## src/rtl/mux_rr_arbiter.sv

```systemverilog
// mux_rr_arbiter: four-way round-robin arbiter driving a shared 4:1 mux.
// Grant, select and the selected data are all registered; O/O_VALID lag GNT
// by one cycle. Ownership is bounded by MAX_HOLD consecutive granted cycles.
//
// Optional build macro MUX_ARB_PRIO0_EN: requester A wins every arbitration
// point outright, B..D rotate among themselves. Without it, all four rotate.
//
// state | meaning
// ------+--------------------------------------------------------------
// IDLE  | no owner, GNT=0, waiting for any request
// GRANT | one requester owns the channel, HOLD_CNT counts its cycles
module mux_rr_arbiter #(
    parameter int WIDTH    = 1,
    parameter int MAX_HOLD = 4
) (
    input  logic             CLK,
    input  logic             RST_N,
    input  logic [3:0]       REQ,
    input  logic [WIDTH-1:0] A,
    input  logic [WIDTH-1:0] B,
    input  logic [WIDTH-1:0] C,
    input  logic [WIDTH-1:0] D,
    output logic [3:0]       GNT,
    output logic [1:0]       S,
    output logic [WIDTH-1:0] O,
    output logic             O_VALID
);

    typedef enum logic {
        IDLE  = 1'b0,
        GRANT = 1'b1
    } state_t;

    // HOLD_CNT equal to this value marks the MAX_HOLD-th granted cycle.
    localparam logic [7:0] HOLD_LAST = 8'(MAX_HOLD - 1);

    state_t           state_q, state_d;
    logic [3:0]       gnt_q, gnt_d;
    logic [1:0]       s_q, s_d;
    logic [1:0]       last_q, last_d;
    logic [7:0]       hold_cnt_q, hold_cnt_d;
    logic [WIDTH-1:0] o_q;
    logic             o_valid_q;
    logic [WIDTH-1:0] mux_data;

    logic             req_any;
    logic             release_now;
    logic [1:0]       win_idx;
    logic [1:0]       win_last;

    assign req_any     = |REQ;
    assign release_now = !REQ[s_q] || (hold_cnt_q == HOLD_LAST);

`ifdef MUX_ARB_PRIO0_EN
    // B..D rotate 1->2->3->1; last_q never points at A in this build.
    function automatic logic [1:0] next_bcd(input logic [1:0] x);
        return (x == 2'd3) ? 2'd1 : x + 2'd1;
    endfunction

    logic [1:0] cand_1, cand_2, cand_3;

    // Winner: A outright, else first of B..D after the last B..D owner.
    always_comb begin
        cand_1  = next_bcd(last_q);
        cand_2  = next_bcd(cand_1);
        cand_3  = next_bcd(cand_2);
        win_idx = 2'd0;
        if (REQ[0])           win_idx = 2'd0;
        else if (REQ[cand_1]) win_idx = cand_1;
        else if (REQ[cand_2]) win_idx = cand_2;
        else if (REQ[cand_3]) win_idx = cand_3;
        // A's wins leave the B..D rotation pointer untouched.
        win_last = (win_idx == 2'd0) ? last_q : win_idx;
    end
`else
    logic [1:0] cand;

    // Winner: first set REQ bit searching upward from last_q+1 with wrap;
    // the last owner itself comes last, so it only wins when alone.
    always_comb begin
        win_idx = 2'd0;
        cand    = 2'd0;
        for (int k = 4; k >= 1; k--) begin
            cand = last_q + 2'(k);
            if (REQ[cand]) win_idx = cand;
        end
        win_last = win_idx;
    end
`endif

    // Next-state and next-grant decision.
    always_comb begin
        state_d    = state_q;
        gnt_d      = gnt_q;
        s_d        = s_q;
        last_d     = last_q;
        hold_cnt_d = hold_cnt_q;
        case (state_q)
            IDLE: begin
                if (req_any) begin
                    state_d    = GRANT;
                    gnt_d      = 4'b0001 << win_idx;
                    s_d        = win_idx;
                    last_d     = win_last;
                    hold_cnt_d = 8'd0;
                end
            end
            GRANT: begin
                if (release_now) begin
                    if (req_any) begin
                        // Back-to-back handover, no idle cycle in between.
                        gnt_d      = 4'b0001 << win_idx;
                        s_d        = win_idx;
                        last_d     = win_last;
                        hold_cnt_d = 8'd0;
                    end else begin
                        // S keeps pointing at the previous owner.
                        state_d    = IDLE;
                        gnt_d      = 4'b0000;
                        hold_cnt_d = 8'd0;
                    end
                end else begin
                    hold_cnt_d = hold_cnt_q + 8'd1;
                end
            end
            default: begin
                state_d = IDLE;
                gnt_d   = 4'b0000;
            end
        endcase
    end

    // Arbitration state registers.
    always_ff @(posedge CLK or negedge RST_N) begin
        if (!RST_N) begin
            state_q    <= IDLE;
            gnt_q      <= 4'b0000;
            s_q        <= 2'd0;
            last_q     <= 2'd3;
            hold_cnt_q <= 8'd0;
        end else begin
            state_q    <= state_d;
            gnt_q      <= gnt_d;
            s_q        <= s_d;
            last_q     <= last_d;
            hold_cnt_q <= hold_cnt_d;
        end
    end

    // 4:1 data mux steered by the registered select.
    always_comb begin
        case (s_q)
            2'd0:    mux_data = A;
            2'd1:    mux_data = B;
            2'd2:    mux_data = C;
            default: mux_data = D;
        endcase
    end

    // Output data register; holds its value across non-granted cycles.
    always_ff @(posedge CLK or negedge RST_N) begin
        if (!RST_N) begin
            o_q       <= '0;
            o_valid_q <= 1'b0;
        end else begin
            o_valid_q <= |gnt_q;
            if (|gnt_q) o_q <= mux_data;
        end
    end

    assign GNT     = gnt_q;
    assign S       = s_q;
    assign O       = o_q;
    assign O_VALID = o_valid_q;

endmodule

```

## config.mk

```make
export PLATFORM = sky130hd
export DESIGN_NAME = mux_rr_arbiter
export DESIGN_NICKNAME = d
export VERILOG_FILES = /design/src/rtl/mux_rr_arbiter.sv
export SDC_FILE = /design/constraint.sdc
export NUM_CORES = 1
export LEC_CHECK = 0
export CELL_PAD_IN_SITES_DETAIL_PLACEMENT = 2
export CELL_PAD_IN_SITES_GLOBAL_PLACEMENT = 2
export CORE_ASPECT_RATIO = 1.5
export CORE_MARGIN = 5
export CORE_UTILIZATION = 33
export CTS_CLUSTER_SIZE = 28
export DETAILED_ROUTE_END_ITERATION = 7
export HOLD_SLACK_MARGIN = 0.06
export PLACE_DENSITY_LB_ADDON = 0.15
export SKIP_CTS_REPAIR_TIMING = 1
export SYNTH_ARGS = -nofsm -noshare
export SYNTH_HDL_FRONTEND = slang
export SYNTH_SLANG_ARGS = --single-unit
```

## constraint.sdc

```tcl
create_clock -name CLK -period 3.2 [get_ports CLK]
set_clock_uncertainty 0.15 [all_clocks]
set_input_delay 0.48 -clock CLK [delete_from_list [all_inputs] [get_ports CLK]]
set_output_delay 0.48 -clock CLK [all_outputs]
set_load 0.1 [all_outputs]
```

==> results of run 1 <==
[cell type report]
type | count | area share, %
clock buffer | 3 | 3.23
tap | 40 | 3.92
timing repair buffer | 18 | 12.3
sequential | 19 | 37.4
inverter | 7 | 2.06
multi-input combinational | 69 | 40.6
clock inverter | 1 | 0.392
[metal layers]
layer	wire length [um]	share of wire (%)	global-route usage (%)
met5	0	0	0
met4	24	0.80	5.35
met3	66	2.2	2.11
met2	1840	62	32.6
met1	1060	35	14.0
[state kept, by name, summed over array words and instances (netlist names)]
register and cells:
O 1, state_q 1, O_VALID 1, hold_cnt_q 8, last_q 2, S 2, GNT 4
[cell usage in the layout (no fill, tap or decap), drive strengths merged, types with 2 or more instances in the layout]
| cell type | instances |
|---|---|
| dfrtp | 17 |
| clkdlybuf4s50 | 9 |
| buf | 9 |
| inv | 7 |
| nor2 | 6 |
| mux2i | 6 |
| o21a | 5 |
| nand2 | 5 |
| o21ai | 5 |
| o311ai | 4 |
| or4 | 3 |
| a32o | 3 |
| nor3 | 3 |
| clkbuf | 3 |
| nor4 | 2 |
| mux2 | 2 |
| a22o | 2 |
| nand2b | 2 |
| o32ai | 2 |
| o2bb2ai | 2 |
| nand3 | 2 |
| and3 | 2 |
| nor3b | 2 |
| dfstp | 2 |
| or2 | 2 |
[worst max-delay path: stages]
cell and delay, ns:
clkdlybuf4s50_1 0.47, or4_1 0.66, or2_4 0.33, o21ai_4 0.12, mux2i_1 0.23
[cell usage after synthesis, types with 2 or more instances]
master     instances
mux2_2             2
mux2i_1            6
o2bb2ai_1          2
nand2_1            5
a22o_1             2
dfstp_2            2
buf_2              3
nor3_1             3
and3_1             2
nor2_1             6
nand3_1            2
nor4_1             2
nor3b_1            2
nand2b_1           2
inv_1              7
a32o_1             3
dfrtp_1           17
o32ai_1            2
or4_1              3
o311ai_1           4
o21ai_0            3
o21a_1             5
[metrics by stage]
| step | setup WS [ns] | utilization [%] |
|---|---|---|
| 4_1_cts | 0.913 | 41.3 |
| 3_3_place_gp | 0.708 | 39.8 |
| 3_5_place_dp | 0.649 | 39.8 |
| 6_report | 0.930 | 41.3 |
| 2_1_floorplan | 0.787 | - |
| 5_1_grt | 0.860 | 41.3 |
[power groups by stage]
stage               logic [mW]  clock network, mW  registers (mW)
floorplan                0.319                  0           0.724
global placement         0.795                  0           0.432
detailed placement       0.810                  0           0.442
CTS                      0.814              0.178           0.442
global route             0.856              0.187           0.457
finish                   0.803              0.173           0.439
[cell families after synthesis]
kind of cell	count (synthesis)
buf+inv	10
flops	19
fa+ha+maj	1
compound gates	28
mux	9
simple gates	31
[worst max-delay path by stage]
stage / startpoint / to / slack [ns] / cells past startpoint
after floorplan: S[1] / hold_cnt_q[1] / 0.79 / 5
final: REQ[0] / GNT[1] / 0.93 / 5
after detailed placement: REQ[0] / GNT[1] / 0.65 / 5
after global placement: REQ[0] / GNT[3] / 0.71 / 5
after global routing: hold_cnt_q[4] / last_q[0] / 0.86 / 4
after CTS: REQ[0] / GNT[1] / 0.91 / 5
==> impl_metrics.yaml, run 1 <==
synth:
  yosys.cell_types.count: 35
  synth_fa_ha_area_share_pct: 1.20
  muxShareOfSynthArea_pct: 10.1
  synth-seq-cells: 19
  synth-compound-area-share_pct: 22.3
  ys_warn_count: 0
  synth_top_area_share_pct: 41.0
  synthSimpleGateAreaFrac_pct: 16.4
  synthFlopType: "dfrtp_1"
  syn_inst: 98
  synth_top_family_by_area: "compound AO/OA/AOI/OAI gates"
  yosys.area.top_type: "dfrtp_1"
  synthTopCellsByArea: "dfrtp_1, mux2i_1, dfstp_2"
  seq_area_frac_synth_pct: 46.0
  synth-edff-count: 0
  synthArstFlopShare_pct: 100
  syn_area_per_cell_um2: 10.6
  yosys.area_share.xor_xnor_pct: 0
  synth_nets: 109
  synthesis.area_um2: 1040
placement:
  globalplace.congestion: 0.734
  placed_cells: 153
  io_buffers: 17
  place_area_um2: 1230
  place_hpwl_um: 2290
routing:
  avgViaCountPerCell: 5.68
  dr.pass1.iters: 4
  drt_first_iter_violations: 28
  wl_per_cell_um: 19.1
  via_count: 891
  finalWirelength_um: 3000
  drcViolationCount: 0
  ant_nets: 0
worst_setup_path:
  crit_required_ns: 3.23
  start_kind: "input port"
  arrival_ns: 2.30
  r2r_cells: 4
  reg2reg_from: "hold_cnt_q[4]"
  reg2reg_setup_slack_ns: 1.00
  reg2reg_to: "last_q[0]"
  worst-setup-path-type: "in -> reg"
  cp_max_fo: 6
  end_kind: "register"
min_path:
  min_from: "last_q[0]"
  min_path_cells: 2
  holdCritPathClass: "reg -> reg"
  min_to: "last_q[0]"
flow_run:
  cap_viol_max_count: 0
cts:
  htree_levels: 1
  cts_inserted_buffers: 3
  clockBufferDepth: 2
  cts_root_buffer: "clkbuf_8"
  clkTransAtPathRegs_ns: 0.08
  cts_tree: "built"
  clock-sinks: 19
  worstSkewPairLatency_ns: 0.26
floorplan:
  row_count: 25
  die_area_um2: 4390
  fp.dieH_um: 78.7
  die_w_um: 55.8
  fp.coreArea_um2: 3100
  initial_core_util_pct: 33.5
  ios: 18
global_route:
  grt_pass1_vias: 1072
  overflow: 0
  antenna_found_initial: 0
  grt_pass1_wl_um: 5260
  grt_start_max_net_pins: 20
  gr-usage-all-layers_pct: 15.3
sta:
  tightest_slew_ns: 0.915
  setup_violations: 0
  period_minus_slack_ns: 2.27
  hold_violations: 0
  fin_setup_tns_ns: 0
  slew_viol_final: 0
  period_share_pct: 70.9
  max_freq_ghz: 0.440
  hold-worst-slack_ns: 0.374
  slew_headroom_pct: 38.8
  rsz0062_at_grt: "no"
power:
  p_clk_share_pct: 12.3
  peakVddDrop_mv: 0.335
  power.density_nw_per_um2: 1110
  internal_power_uw: 666
  p_leak_nw: 0.534
  switchingPower_uw: 748
  sequentialPowerShare_pct: 31.0
  switching_share_pct: 52.9
  combPwrFrac_pct: 56.7
  total_power_mw: 1.41
outcome:
  status: "finished, final reports clean"
cells_and_area:
  finalNonFillerCells: 157
  n_antenna_cell: 0
  finish.net_count: 129
  seq_area_um2: 478
  fill_cells: 340
  final_layout_size_suffix_gt1_share_pct: 18.8
  multiInputGateArea_um2: 519
  area_growth_pct: 23.0
  stdcell_area_um2: 1280
No activity file was read; power rests on OpenSTA's default activity.
==> run 2: changes to the inputs <==
CORE_UTILIZATION = 29   (was 33)
clock period = 1.9 ns   (was 3.2 ns; I/O delays follow)
==> impl_metrics.yaml, run 2 (synthesis results as in run 1) <==
placement:
  io_buffers: 17
  placed_cells: 180
  detailedPlace.worstSlack_ns: -0.339
  globalplace.congestion: 0.782
  place_hpwl_um: 2790
cts:
  worstSkewPairLatency_ns: 0.25
  clkTransAtPathRegs_ns: 0.08
  clockBufferDepth: 2
  cts_root_buffer: "clkbuf_8"
  cts_tree: "built"
  clock-sinks: 19
  htree_levels: 1
  cts_inserted_buffers: 3
power:
  peakVddDrop_mv: 0.825
  power.density_nw_per_um2: 1790
  p_leak_nw: 0.729
routing:
  finalWirelength_um: 3430
  drt_first_iter_violations: 15
  drcViolationCount: 0
  via_count: 971
  ant_nets: 0
  dr.pass1.iters: 2
  avgViaCountPerCell: 5.28
  wl_per_cell_um: 18.6
global_route:
  grt_pass1_vias: 1185
  grt_pass1_wl_um: 5760
  grt_start_max_net_pins: 20
  antenna_found_initial: 0
  overflow: 0
  gr-usage-all-layers_pct: 15.2
cells_and_area:
  n_antenna_cell: 0
  finish.net_count: 154
  final_layout_size_suffix_gt1_share_pct: 38.7
  finalNonFillerCells: 184
  finish.utilization_pct: 46.9
  final_common_cell: "buf_4"
  largest_reg_flops: 8
  area_growth_pct: 55.8
  regMostFlops: "hold_cnt_q"
  seq_area_um2: 488
  multiInputGateArea_um2: 539
  final_cell_mix: "buf_4, dfrtp_1, buf_12, inv_1"
  fill_cells: 373
floorplan:
  fp.coreArea_um2: 3450
  die_area_um2: 4900
  initial_core_util_pct: 30.1
  fp.dieH_um: 83.3
  row_count: 26
  ios: 18
  die_w_um: 58.9
min_path:
  holdCritPathClass: "in -> async"
sta:
  hold-worst-slack_ns: 0.222
  hold_violations: 0
  max_freq_ghz: 0.543
  rsz0062_at_grt: "no"
  setup_slack_ns: 0.0572
  period_share_pct: 97.0
  tightest_slew_ns: 0.357
  fin_setup_tns_ns: 0
  setup_violations: 0
  slew_headroom_pct: 76.1
  period_minus_slack_ns: 1.84
  slew_viol_final: 0
worst_setup_path:
  arrival_ns: 1.86
  worst-setup-path-type: "in -> reg"
  end_kind: "register"
  cp_max_fo: 6
  r2r_cells: 5
  start_kind: "input port"
  crit_required_ns: 1.92
outcome:
  status: "finished, final reports clean"
flow_run:
  cap_viol_max_count: 0
run 2: changes by cell type in the layout (fill, tap and decap cells not counted), moves of 2 or more:
cell | previous run | this run
buf_12 | 0 | 9
buf_4 | 9 | 25
clkdlybuf4s50_1 | 9 | 6
dfrtp_1 | 17 | 13
dfrtp_2 | 0 | 2
dfrtp_4 | 0 | 2
dlymetal6s2s_1 | 0 | 3
run 2: final cells by class:
class | instances | share of cell area, %
clock buffer | 3 | 2.55
clock inverter | 1 | 0.309
inverter | 7 | 1.62
multi-input combinational | 69 | 33.3
sequential | 19 | 30.2
tap | 42 | 3.25
timing repair buffer | 43 | 28.8
run 2: path summary, 6_finish.rpt:
path	from	to	slack, ns
setup / recovery	REQ[3]	GNT[1]	0.06
hold / removal	RST_N	GNT[3]	0.22
setup reg to reg	S[1]	hold_cnt_q[2]	0.08
hold reg to reg	last_q[0]	last_q[0]	0.35
max in group asynchronous	RST_N	last_q[0]	1.11
min in group CLK	REQ[1]	state_q	0.29
run 2: metal layers:
metal | global-route usage, % | share of wire (%) | wire length (um)
met1 | 15.0 | 36 | 1220
met2 | 31.2 | 62 | 2130
met3 | 1.86 | 1.8 | 60
met4 | 3.09 | 0.58 | 20
met5 | 0 | 0 | 0
run 2: per-stage QoR:
step,area [um2],total power [mW]
floorplan,1060,1.80
global placement,1550,2.55
detailed placement,1550,2.62
CTS,1600,2.91
global route,1620,3.05
finish,1620,2.90
run 2: critical path, stage by stage:
cell	delay [ns]
clkdlybuf4s50_1	0.47
or4_4	0.46
or2_4	0.31
o21ai_4	0.11
mux2i_1	0.22
run 2: power breakdown:
| part | internal (mW) | switching (mW) | leakage [nW] |
|---|---|---|---|
| logic | 0.805 | 1.06 | 0.472 |
| clock network | 0.146 | 0.140 | 0.0255 |
| registers | 0.582 | 0.162 | 0.232 |
| total | 1.53 | 1.36 | 0.729 |
==> run 3: changes to the inputs <==
CTS_CLUSTER_SIZE = 10   (was 28)
==> results of run 3 <==
No change in the layout: final DEF, timing and power equal those of run 2.
